### src/rtl/prop_mon_pkg.sv
// Purpose: shared types and the antecedent-hit helper for the prop_mon_chk checker.
// Latency: n/a (types and a combinational function only).
// Backpressure: none.
package prop_mon_pkg;

  // Antecedent mode per channel, encoded as on cfg_mode.
  typedef enum logic [1:0] {
    MODE_RISE  = 2'b00,
    MODE_FALL  = 2'b01,
    MODE_ANY   = 2'b10,
    MODE_LEVEL = 2'b11
  } mode_e;

  typedef enum logic {
    ST_IDLE = 1'b0,
    ST_WAIT = 1'b1
  } state_e;

  // Antecedent hit from the current trigger sample and the previous one.
  function automatic logic mode_hit(input mode_e mode, input logic trig, input logic trig_q);
    logic hit;
    case (mode)
      MODE_RISE: hit = trig & ~trig_q;
      MODE_FALL: hit = ~trig & trig_q;
      MODE_ANY:  hit = trig ^ trig_q;
      default:   hit = trig;
    endcase
    return hit;
  endfunction

endpackage

### src/rtl/prop_mon_chan.sv
// Purpose: one implication-check channel (edge detect, IDLE/WAIT FSM, window count, counters).
// Latency: pass/fail/ovl pulses and counter updates appear one edge after the evaluating edge.
// Backpressure: none; a hit while busy is reported on ovl_p and dropped.
// Ports: clk/rst_n, enable/clr_cnt, mode/exp_val/cfg_win config, trig/sig in;
//        pass_p/fail_p/ovl_p/busy pulses and pass_cnt/fail_cnt saturating counts out.
module prop_mon_chan
  import prop_mon_pkg::*;
#(
  parameter int WIN_W = 4,
  parameter int CNT_W = 16
) (
  input  logic             clk,
  input  logic             rst_n,
  input  logic             enable,
  input  logic             clr_cnt,
  input  mode_e            mode,
  input  logic             exp_val,
  input  logic [WIN_W-1:0] cfg_win,
  input  logic             trig,
  input  logic             sig,
  output logic             pass_p,
  output logic             fail_p,
  output logic             ovl_p,
  output logic             busy,
  output logic [CNT_W-1:0] pass_cnt,
  output logic [CNT_W-1:0] fail_cnt
);

  logic             trig_q, trig_d;
  state_e           state_q, state_d;
  logic [WIN_W-1:0] win_q, win_d;
  logic [WIN_W-1:0] wcnt_q, wcnt_d;
  logic             pass_q, pass_d, fail_q, fail_d, ovl_q, ovl_d;
  logic [CNT_W-1:0] pass_cnt_q, pass_cnt_d, fail_cnt_q, fail_cnt_d;
  logic             hit, match;

  always_comb begin
    trig_d  = trig;
    hit     = mode_hit(mode, trig, trig_q);
    match   = (sig == exp_val);
    state_d = state_q;
    win_d   = win_q;
    wcnt_d  = wcnt_q;
    pass_d  = 1'b0;
    fail_d  = 1'b0;
    ovl_d   = 1'b0;

    if (!enable) begin
      state_d = ST_IDLE;
    end else begin
      case (state_q)
        ST_IDLE: begin
          if (hit) begin
            if (match) begin
              pass_d = 1'b1;
            end else if (cfg_win == '0) begin
              fail_d = 1'b1;
            end else begin
              // Window is latched here so later cfg_win changes leave this check alone.
              win_d   = cfg_win;
              wcnt_d  = {{(WIN_W-1){1'b0}}, 1'b1};
              state_d = ST_WAIT;
            end
          end
        end
        ST_WAIT: begin
          // Any hit while waiting (even on the resolving edge) is dropped.
          ovl_d = hit;
          if (match) begin
            pass_d  = 1'b1;
            state_d = ST_IDLE;
          end else if (wcnt_q == win_q) begin
            fail_d  = 1'b1;
            state_d = ST_IDLE;
          end else begin
            wcnt_d = wcnt_q + 1'b1;
          end
        end
        default: state_d = ST_IDLE;
      endcase
    end

    // Clear has priority over a coincident event; the pulse itself still fires.
    pass_cnt_d = pass_cnt_q;
    fail_cnt_d = fail_cnt_q;
    if (clr_cnt) begin
      pass_cnt_d = '0;
      fail_cnt_d = '0;
    end else begin
      if (pass_d && (pass_cnt_q != {CNT_W{1'b1}})) pass_cnt_d = pass_cnt_q + 1'b1;
      if (fail_d && (fail_cnt_q != {CNT_W{1'b1}})) fail_cnt_d = fail_cnt_q + 1'b1;
    end
  end

  always_ff @(posedge clk or negedge rst_n) begin
    if (!rst_n) begin
      trig_q     <= 1'b0;
      state_q    <= ST_IDLE;
      win_q      <= '0;
      wcnt_q     <= '0;
      pass_q     <= 1'b0;
      fail_q     <= 1'b0;
      ovl_q      <= 1'b0;
      pass_cnt_q <= '0;
      fail_cnt_q <= '0;
    end else begin
      trig_q     <= trig_d;
      state_q    <= state_d;
      win_q      <= win_d;
      wcnt_q     <= wcnt_d;
      pass_q     <= pass_d;
      fail_q     <= fail_d;
      ovl_q      <= ovl_d;
      pass_cnt_q <= pass_cnt_d;
      fail_cnt_q <= fail_cnt_d;
    end
  end

  assign pass_p   = pass_q;
  assign fail_p   = fail_q;
  assign ovl_p    = ovl_q;
  assign busy     = (state_q == ST_WAIT);
  assign pass_cnt = pass_cnt_q;
  assign fail_cnt = fail_cnt_q;

endmodule

### config.mk
export PLATFORM = sky130hd
export DESIGN_NAME = prop_mon_chan
export DESIGN_NICKNAME = d
export VERILOG_FILES = /design/src/rtl/prop_mon_pkg.sv /design/src/rtl/prop_mon_chan.sv
export SDC_FILE = /design/constraint.sdc
export NUM_CORES = 1
export LEC_CHECK = 0
export ABC_AREA = 1
export BUFFER_PORTS_ARGS = -buffer_cell sky130_fd_sc_hd__buf_2
export CORE_ASPECT_RATIO = 1.75
export CORE_MARGIN = 2
export CORE_UTILIZATION = 30
export CTS_CLUSTER_SIZE = 40
export DETAILED_ROUTE_END_ITERATION = 8
export HOLD_SLACK_MARGIN = 0.03
export PLACE_DENSITY = 0.6
export SYNTH_ARGS = -nofsm -noshare
export SYNTH_HDL_FRONTEND = slang
export SYNTH_SLANG_ARGS = --single-unit
export TNS_END_PERCENT = 30
### constraint.sdc
create_clock -name clk -period 2.3 [get_ports clk]
set_input_delay 0.46 -clock clk [delete_from_list [all_inputs] [get_ports clk]]
set_output_delay 0.46 -clock clk [all_outputs]
set_load 0.1 [all_outputs]
==> Word-level counts from Yosys, hierarchy flattened <==
Cells that the tools add are included.
{ "totals": {"ff_bits": 45, "in_bits": 13, "wordCells": 70} }
{ "op_classes": {"n_reduce_logical": 8, "n_addsub": 3, "bitwise": 8, "mux": 31, "eq_ne": 11} }
{ "op_table": {"columns": ["op", "n"], "rows": [
  ["$mux W16", 4],
  ["$add A16 B1 Y16 const B", 2],
  ["$ne A16 B16 Y1 const B", 2],
  ["$mux W4", 5],
  ["$mux W1", 17],
  ["$ne A2 B2 Y1 const B", 5],
  ["$pmux W4 S2", 1],
  ["$pmux W1 S2", 3],
  ["$reduce_and A6 Y1", 1],
  ["$not A1 Y1", 5],
  ["$reduce_and A5 Y1", 1],
  ["$add A4 B1 Y4 const B", 1],
  ["$eq A4 B4 Y1", 1],
  ["$logic_not A4 Y1", 1],
  ["$reduce_bool A2 Y1", 2],
  ["$pmux W1 S3", 1],
  ["$and A1 B1 Y1", 2],
  ["$eq A2 B1 Y1 const B", 1],
  ["$eq A2 B2 Y1 const B", 1],
  ["$logic_and A1 B1 Y1", 2],
  ["$logic_not A2 Y1", 1],
  ["$eq A1 B1 Y1", 1],
  ["$xor A1 B1 Y1", 1]
]} }

==> Depth between registers and ports, before layout <==
{ "depth": {"depth_word": 9, "ltp_mapped": 13} }

==> Least setup slack after synthesis <==
No wires, ideal clock.
{ "synth_path": {"path_type": "flip-flop to flip-flop", "from": "register fail_cnt_q[0], in the netlist fail_cnt[0]", "to": "register fail_cnt_q[0], in the netlist fail_cnt[0]", "t_arrival_ps": 2351, "n_path_buf": 1, "slack_ps": -172, "setup_ps": 121, "path_stages_with_launch": 12, "path_cell_list": "dfrtp_1 -> ha_1 -> nand2_2 -> nor2_4 -> nand2_4 -> nor2_8 -> nand3_4 -> nand3_4 -> nand2_4 -> buf_6 -> nand2_1 -> nand2_1"} }
{ "synth_between": {"elab_chain_cells": 3} }
{ "synth_lines": {"columns": ["element", "line_no", "rtl"], "rows": [
  ["start: declaration", "prop_mon_chan.sv:34", "logic [CNT_W-1:0] pass_cnt_q, pass_cnt_d, fail_cnt_q, fail_cnt_d;"],
  ["start signal: assignment", "prop_mon_chan.sv:115", "fail_cnt_q <= fail_cnt_d;"],
  ["$add A16 B1 Y16 or $ne A16 B16 Y1 (tied branches)", "prop_mon_chan.sv:91", "if (fail_d && (fail_cnt_q != {CNT_W{1'b1}})) fail_cnt_d = fail_cnt_q + 1'b1;"],
  ["$mux W16 or $logic_and A1 B1 Y1 (tied branches)", "prop_mon_chan.sv:91", null],
  ["$mux W16 or $reduce_bool A2 Y1 (tied branches)", null, null]
]} }
Parallel ways exist; a longest one is shown, timed or not. The select of a mux whose other input is x is not followed.
A chain may end at the register's enable or synchronous reset.

==> Worst setup path in the final report <==
{ "layout_path": {"from": "register fail_cnt_q[0], in the netlist fail_cnt[0]", "to": "register fail_cnt_q[2], in the netlist fail_cnt[2]"} }
Same word-level chain as after synthesis.

==> impl_metrics.yaml <==
place:
  portBuffers: 48
  place_hpwl_um: 5390
  place_congestion: 0.874
  postPlaceCellArea_um2: 3220
critical_path:
  critPathArrivalTime_ps: 2060
  rr_worst_depth: 10
  crit_type: "reg2reg"
  cp_slowest_cell: "dfrtp_2"
  crit_fanout: 17
  reg2reg_setup_slack_ps: 420
  end_kind: "flop"
  cp.required_ps: 2470
  start_kind: "flop"
  cp_cell_sequence: "ha_1 -> nand2_2 -> nor2_4 -> nand2_4 -> nor2_8 -> nand3_4 -> nand3_4 -> nand2_4 -> nand2_1 -> nand2_1"
  r2r_end: "fail_cnt[2]"
  r2r-start: "fail_cnt[0]"
  slowest_delay_ps: 410
sta:
  finalHoldViolations: 0
  tightestPinTransition_ps: 813
  finalMaxSlewViolations: 0
  clock_skew_ps: 11.7
  min_period_ps: 1880
  relSlewSlack_pct: 45.8
  rsz0062_at_grt: "false"
  tns_ps: 0
  finalSetupViolCount: 0
  fmax_mhz: 532
  min_period_over_period_pct: 81.8
clock_network:
  htree_levels: 2
  cts_tree: "yes"
  cts-root-buf: "clkbuf_16"
  cts_buffer_depth: 2
  cts_buffers: 5
  cts_hold_repair.buffers: 0
  clk_pin_slew_ps: 60
  clock_sink_count: 45
  cts_resized: 0
  cts_setup_buffers: 0
  clock_latency_ps: 290
floorplanning:
  core_um2: 9350
  start_util_pct: 30.5
  die_h_um: 133
  rows: 47
  num_io_pins: 49
  fp.dieW_um: 77.7
  die_area_um2: 10300
synth:
  synth_edf_count: 0
  yosysUniqueCellTypes: 28
  yosysTopAreaCellShare_pct: 39.5
  seq_area_frac_synth_pct: 39.5
  ys_ff_latch: 45
  synthTopCellsByArea: "dfrtp_1 (40%), nand2_1 (17%), nand3_1 (10%)"
  synth_flop_cell: "dfrtp_1"
  syn-cell-area_um2: 2850
  synth_async_sr_flop_share_pct: 100
  avgSynthCellArea_um2: 7.10
  synth_cells: 401
  ys_warn_count: 0
  synth_most_common_cell: "nand2_1"
  yosys.area.top_type: "dfrtp_1"
  synth_nets: 419
  ys_top_cells_by_count: "nand2_1 (130), nor2_1 (59), nand3_1 (58)"
pwr:
  combPwrFrac_pct: 17.5
  pwr-share-clk_pct: 38.9
  leakagePower_nw: 1.77
  ir_drop_v: 0.000346
  switching_share_pct: 30.6
  p_switching_uw: 646
  p_int_mw: 1.46
  pwr_density_cell_nw_per_um2: 623
  seqPwrFrac_pct: 43.6
cells_and_area:
  final_nets: 467
  diodes: 0
  final_cell_area_um2: 3380
  syn_to_final_growth_pct: 18.7
  register_area_um2: 1130
  multi_input_area_um2: 1540
  nFillCells: 1007
  drive_gt1_share_pct: 16.7
global_route:
  antenna_found_initial: 0
  grt_max_degree: 36
  overflow: 0
  grt_pass1_vias: 2700
  grt_usage_pct: 15.0
  grt_pass1_wl_um: 12700
flow_run:
  maxCapViolCount: 0
status:
  status: "completed"
detailed_routing:
  antenna_left: 0
  drt_first_pass_iters: 6
  wire_per_inst_um: 12.7
  drtIter0Drc: 169
  vias: 2702
  routed_via_density: 4.72
  route.detailed.drc: 0
  routed_wl_um: 7250
worst_hold_path:
  hold_class: "in2async"
[through the flow]
stage	std cells	setup WS [ps]	total power, mW	utilization (%)	hold WS (ps)
2_1_floorplan	401	2.03	1.20	-	164
3_3_place_gp	564	247	1.30	34.4	496
3_5_place_dp	564	203	1.31	34.4	493
4_1_cts	572	395	2.13	36.2	292
5_1_grt	572	189	2.21	36.2	321
6_report	572	419	2.11	36.2	264
[per-layer routing]
layer	wire, µm	track usage (%)	up-vias
met3	273	2.32	10
met2	3980	28.2	65
met4	126	5.85	0
met1	2870	16.6	1260
met5	0	0	-
li1	-	-	1367
[critical path, delay by kind of cell (launching register included)]
family        cells  cell delay, ps
fa+ha+maj         1             200
flops             1             410
simple gates      9            1160
[power by group through the flow]
| stage | Sequential (mW) | Combinational (mW) | Clock, mW |
|---|---|---|---|
| after floorplan | 1.01 | 0.189 | 0 |
| after global placement | 0.930 | 0.365 | 0 |
| after detailed placement | 0.934 | 0.374 | 0 |
| after CTS | 0.920 | 0.376 | 0.837 |
| after global routing | 0.929 | 0.414 | 0.868 |
| final | 0.919 | 0.369 | 0.819 |
[state kept, by name (all words and copies together), names as in the netlist]
register and count:
pass_p 1, pass_cnt 16, win_q 4, fail_cnt 16, trig_q 1, wcnt_q 4, ovl_p 1, fail_p 1
busy 1
[cell usage in the layout, fill, tap and decap left out, types with 2 or more instances in the layout]
cell type and n:
clkbuf_16 5, buf_4 5, dfrtp_1 41, nor2_1 59, o21ai_0 8, nand2_4 2
inv_1 30, nand2_1 130, ha_1 5, a21oi_1 2, nand3_1 58, nor3_1 8
nand3_4 2, xnor2_1 4, dfrtp_2 4, nor3b_1 5, xor2_1 16, nand4_1 4
nand3_2 2, buf_2 48
[layout make-up]
| class | count | area share [%] |
|---|---|---|
| clock buffer | 6 | 3.81 |
| clock inverter | 2 | 1.04 |
| sequential | 45 | 33.4 |
| timing repair buffer | 53 | 8.21 |
| tap | 122 | 4.51 |
| multi-input combinational | 313 | 45.5 |
| inverter | 31 | 3.44 |
[worst max path at each step]
stage / from / end / cells after the start
after CTS: fail_cnt[0] / fail_cnt[2] / 10
after floorplan: pass_cnt[0] / pass_cnt[14] / 9
final: fail_cnt[0] / fail_cnt[2] / 10
after detailed placement: trig / fail_cnt[2] / 12
after global placement: trig / fail_cnt[1] / 12
after global routing: pass_cnt[0] / pass_cnt[0] / 7
[cell families after synthesis]
kind of cell	after synthesis	synth area share (%)
AO/OA/AOI/OAI	12	2.28
XOR/XNOR	20	6.15
adder cells (fa/ha/maj)	5	2.20
buffers and inverters	43	6.41
flip-flops	45	39.5
AND/OR/NAND/NOR	276	43.4
No activity file was read; power rests on OpenSTA's default activity.
